--- src/rtl/vector_seq_ctrl.sv ---
// Element-serial vector sequencer: borrows the scalar regfile ports to run one
// vector op element by element, with a registered write-back and one-bubble hazard stall.
module vector_seq_ctrl #(
  parameter int MAX_LEN = 5,
  parameter int AW      = 4,
  parameter int DW      = 32
) (
  input  logic          clk,
  input  logic          reset,
  input  logic          start,
  input  logic [3:0]    vlen,
  input  logic [AW-1:0] base_a,
  input  logic [AW-1:0] base_b,
  input  logic [AW-1:0] base_d,
  input  logic [DW-1:0] alu_y,
  output logic [AW-1:0] ra1,
  output logic [AW-1:0] ra2,
  output logic [AW-1:0] wa3,
  output logic [DW-1:0] wd3,
  output logic          we3,
  output logic          issue,
  output logic [2:0]    elem_idx,
  output logic          busy,
  output logic          done,
  output logic          err
);

  typedef enum logic [2:0] {
    S_IDLE,
    S_RUN,
    S_DRAIN,
    S_DONE,
    S_ERR
  } state_t;

  localparam int SW = AW + 1;
  // Highest register a vector may touch; the top register is reserved.
  localparam logic [SW-1:0] TOP_REG   = SW'((1 << AW) - 2);
  localparam logic [3:0]    MAX_LEN_V = 4'(MAX_LEN);

  state_t        state;
  state_t        state_nxt;
  logic [3:0]    vlen_q;
  logic [AW-1:0] base_a_q;
  logic [AW-1:0] base_b_q;
  logic [AW-1:0] base_d_q;
  logic [2:0]    idx;
  logic [2:0]    idx_nxt;
  logic [AW-1:0] ra1_nxt;
  logic [AW-1:0] ra2_nxt;
  logic          illegal;
  logic          hazard;
  logic          last_elem;

  function automatic logic over_top(input logic [AW-1:0] b, input logic [3:0] n);
    logic [SW-1:0] s;
    s = {1'b0, b} + SW'(n) - SW'(1);
    return s > TOP_REG;
  endfunction

  assign illegal = (vlen == 4'd0) || (vlen > MAX_LEN_V) ||
                   over_top(base_a, vlen) || over_top(base_b, vlen) ||
                   over_top(base_d, vlen);

  // Only the immediately preceding element can still be in flight.
  assign hazard    = we3 && ((wa3 == ra1) || (wa3 == ra2));
  assign issue     = (state == S_RUN) && !hazard;
  assign last_elem = ({1'b0, idx} == (vlen_q - 4'd1));

  assign elem_idx = idx;
  assign busy     = (state != S_IDLE);
  assign done     = (state == S_DONE);
  assign err      = (state == S_ERR);

  always_comb begin
    state_nxt = state;
    idx_nxt   = idx;
    ra1_nxt   = ra1;
    ra2_nxt   = ra2;
    case (state)
      S_IDLE: begin
        if (start) begin
          idx_nxt = 3'd0;
          if (illegal) begin
            state_nxt = S_ERR;
          end else begin
            state_nxt = S_RUN;
            ra1_nxt   = base_a;
            ra2_nxt   = base_b;
          end
        end
      end
      S_RUN: begin
        if (issue) begin
          if (last_elem) begin
            state_nxt = S_DRAIN;
          end else begin
            idx_nxt = idx + 3'd1;
            ra1_nxt = base_a_q + AW'(idx + 3'd1);
            ra2_nxt = base_b_q + AW'(idx + 3'd1);
          end
        end
      end
      S_DRAIN: state_nxt = S_DONE;
      S_DONE:  state_nxt = S_IDLE;
      S_ERR:   state_nxt = S_IDLE;
      default: state_nxt = S_IDLE;
    endcase
  end

  always_ff @(posedge clk) begin
    if (reset) begin
      state    <= S_IDLE;
      idx      <= 3'd0;
      vlen_q   <= 4'd0;
      base_a_q <= '0;
      base_b_q <= '0;
      base_d_q <= '0;
      ra1      <= '0;
      ra2      <= '0;
      wa3      <= '0;
      wd3      <= '0;
      we3      <= 1'b0;
    end else begin
      state <= state_nxt;
      idx   <= idx_nxt;
      ra1   <= ra1_nxt;
      ra2   <= ra2_nxt;
      we3   <= issue;
      if (issue) begin
        wa3 <= base_d_q + AW'(idx);
        wd3 <= alu_y;
      end
      if ((state == S_IDLE) && start) begin
        vlen_q   <= vlen;
        base_a_q <= base_a;
        base_b_q <= base_b;
        base_d_q <= base_d;
      end
    end
  end

  // A write can only come from an issue in RUN, landing in RUN or DRAIN.
  a_we3_state : assert property (@(posedge clk) disable iff (reset)
    we3 |-> ((state == S_RUN) || (state == S_DRAIN)));

endmodule

--- config.mk ---
export PLATFORM = sky130hd
export DESIGN_NAME = vector_seq_ctrl
export DESIGN_NICKNAME = d
export VERILOG_FILES = /design/src/rtl/vector_seq_ctrl.sv
export SDC_FILE = /design/constraint.sdc
export NUM_CORES = 1
export LEC_CHECK = 0
export CORE_UTILIZATION = 44
export CTS_CLUSTER_SIZE = 24
export DETAILED_ROUTE_END_ITERATION = 10
export PLACE_DENSITY = 0.84
export SLEW_MARGIN = 20
export SYNTH_ARGS = -nofsm -noshare
export SYNTH_HDL_FRONTEND = slang
export SYNTH_SLANG_ARGS = --single-unit
--- constraint.sdc ---
create_clock -name clk -period 2.7 [get_ports clk]
set_input_delay 0.54 -clock clk [delete_from_list [all_inputs] [get_ports clk]]
set_output_delay 0.54 -clock clk [all_outputs]
set_load 0.02 [all_outputs]
==> reports/results.ini <==
[critical_path]
crit_type=input pin to register
start_kind=input pin
critPathCaptureType=register
cp.arrival_ps=2920
cp_slowest_cell=fa_1
required_ps=2940
cp_max_fo=5
crit_path_cell_trace=dlygate4sd2_1 -> inv_1 -> ha_1 -> inv_2 -> ha_4 -> inv_1 -> fa_1 -> xnor2_1 -> nand3_1 -> nand4_4 -> o31ai_4 -> buf_6 -> a21oi_1 -> a311oi_1
reg2reg_from=wa3[2]$_SDFFE_PP0P_
worstRegToRegCells=7
r2r_slack_ps=580
rr_endpoint=wd3[23]$_SDFFE_PP0P_
path_common_cell=inv_1
critPathMaxStageDelay_ps=450

[floorplan]
die_w_um=93.86
core_area_um2=8175
ios=103
dieArea_um2=8809
row_count=33
initial_core_util=0.4541
die_h_um=93.86

[route]
drc_errors=0
drt-vias-per-instance=5.195
routed_wl_um=10070
drtPass1Iterations=4
routedWlPerCell_um=15.57
num_vias=3361
drtIter0Drc=247
antenna_left=0

[sta]
whs_ps=465.0
finalCriticalPeriod_ps=2683
relSlewSlack=0.5161
skew_ps=6.803
tightest_slew_ps=725.8
setup_viol=0
post-route-period-util=0.9937
drv_slew=0
fmax_ghz=0.3727
hold_viol_final=0

[yosys]
ys_warn_count=0
synth_edf_count=0
ys_seq_elements=67
yosysTopAreaCell=dfxtp_1
ys_types=43
synth_area_um2=3712
syn-num-nets=501
synth_top_area_frac=0.3613
synth_ff_type=dfxtp_1
synth-seq-area-share=0.3613
ys_top_cells_by_area=dfxtp_1 36%, ha_1 11%, mux2i_1 9.4%
synth_cells=412
avgSynthCellArea_um2=9.010
async_flop_share=0

[placed_design]
hpwl_um=7180
port_buffers=102
gp_congestion=0.8604

[finish]
layout_common_cells=85 x clkdlybuf4s50_1, 67 x dfxtp_1, 46 x nor2_1
nNetsFinal=626
drive_gt1_frac=0.1937
area_growth_pct=46.61
final_common_cell=clkdlybuf4s50_1
antenna_cells=0

[clock_tree]
cts_tree=done
htreeDepth=3
clk_latency_ps=340
hold_buffers=0
cts.sinks=67
path_clk_slew_ps=70
clock_tree.root_cell=clkbuf_8
clock_path_buffers=2
cts_buffers=9

[power]
p_total_mw=2.808
ir_drop_mv=0.2635
p_leak_nw=2.554
power_density_nw_per_um2=515.8

[grt]
grt_use_total=0.2264
overflow=0
grt_pass1_wl_um=15410
grt_max_degree=68
grt_pass1_vias=3373
antenna_found_initial=0

[run_status]
status=finished, final reports clean

[hold_path]
hold_class=register to register
hp-start=base_d_q[0]$_SDFFE_PP0P_
hold_path_depth=2
hold_end=base_d_q[0]$_SDFFE_PP0P_

[run]
maxCapViolCount=0

-- metrics by stage --
| step | utilization | area, um^2 | worst slack, ps | std cells | setup TNS (ps) |
|---|---|---|---|---|---|
| after floorplan | - | 3712 | 9.645 | 412 | 0 |
| after global placement | 0.6062 | 4956 | -578.7 | 628 | -5192 |
| after detailed placement | 0.6062 | 4956 | -702.6 | 628 | -6321 |
| after CTS | 0.6492 | 5308 | 7.323 | 645 | 0 |
| after global routing | 0.6657 | 5443 | -106.6 | 647 | -555.0 |
| final | 0.6657 | 5443 | 16.94 | 647 | 0 |
-- synth_stat cells (5+ instances only) --
library cell	number
dfxtp_1	67
inv_1	46
nor2_1	46
nand2_1	41
a21oi_1	37
mux2i_1	35
ha_1	32
xor2_1	14
xnor2_1	13
clkbuf_1	12
fa_1	6
nand3_1	6
buf_6	5
nor3_1	5
-- state kept, by name, indices dropped and copies added (netlist names) --
name,flops
ra2,4
base_d_q,4
state,3
elem_idx,3
vlen_q,4
wa3,4
wd3,32
base_a_q,4
we3,1
base_b_q,4
ra1,4
-- cells by family after synthesis --
logic type,after synthesis,synth area share
AOI/OAI and AO/OA,69,0.1274
DFF,67,0.3613
buffers and inverters,65,0.07617
adders and majority gates,38,0.1402
xor gates and xnor gates,27,0.06370
muxes,35,0.09437
and+or+nand+nor,111,0.1368
-- area by class of cell --
| type | count | area, um^2 |
|---|---|---|
| clock inverters | 6 | 111.4 |
| well taps | 105 | 131.4 |
| clock buffers | 10 | 137.6 |
| repair buffers | 132 | 1254 |
| inverters | 47 | 178.9 |
| multi-input cells | 280 | 2288 |
| flip-flops and latches | 67 | 1341 |
| fillers | 642 | 2733 |
-- critical path: cells and delay by family --
| kind | cells | cell delay [ps] |
|---|---|---|
| xor gates and xnor gates | 1 | 170 |
| AOI/OAI and AO/OA | 3 | 610 |
| buffers and inverters | 5 | 570 |
| adders and majority gates | 3 | 750 |
| and+or+nand+nor | 2 | 290 |
-- worst max-delay path by stage --
stage / end / depth (start not counted) / slack [ps] / startpoint
2_1_floorplan: ra2[0]$_SDFFE_PP0P_ / 12 / 10 / vlen[1]
3_3_place_gp: ra1[3]$_SDFFE_PP0P_ / 13 / -580 / vlen[1]
3_5_place_dp: ra1[1]$_SDFFE_PP0P_ / 13 / -700 / vlen[1]
4_1_cts: ra1[2]$_SDFFE_PP0P_ / 13 / 7 / vlen[3]
5_1_grt: ra1[0]$_SDFFE_PP0P_ / 14 / -110 / base_d[0]
6_report: ra1[1]$_SDFFE_PP0P_ / 14 / 20 / base_d[0]
-- power by group --
group	leakage, nW	switching, mW	total, mW	internal, mW
sequential	0.543	0.0412	1.07	1.03
combinational	1.89	0.369	0.718	0.349
clock	0.123	0.375	1.01	0.640
-- layer usage --
metal  GRT usage  share of wire  vias up
li1            -              -     1629
met1      0.2468           0.40     1611
met2      0.4203           0.53      106
met3     0.05097          0.051       15
met4     0.08846          0.020        0
met5           0              0        -
-- timing repair --
item | in CTS | in global routing
gates resized for setup | 36 | 42
gates cloned | 1 | 0
hold endpoints to repair | 0 | 0
pin swaps | 13 | 16
setup endpoints to repair | 10 | 10
setup buffers | 0 | 2
(Power assumes the default switching activity.)
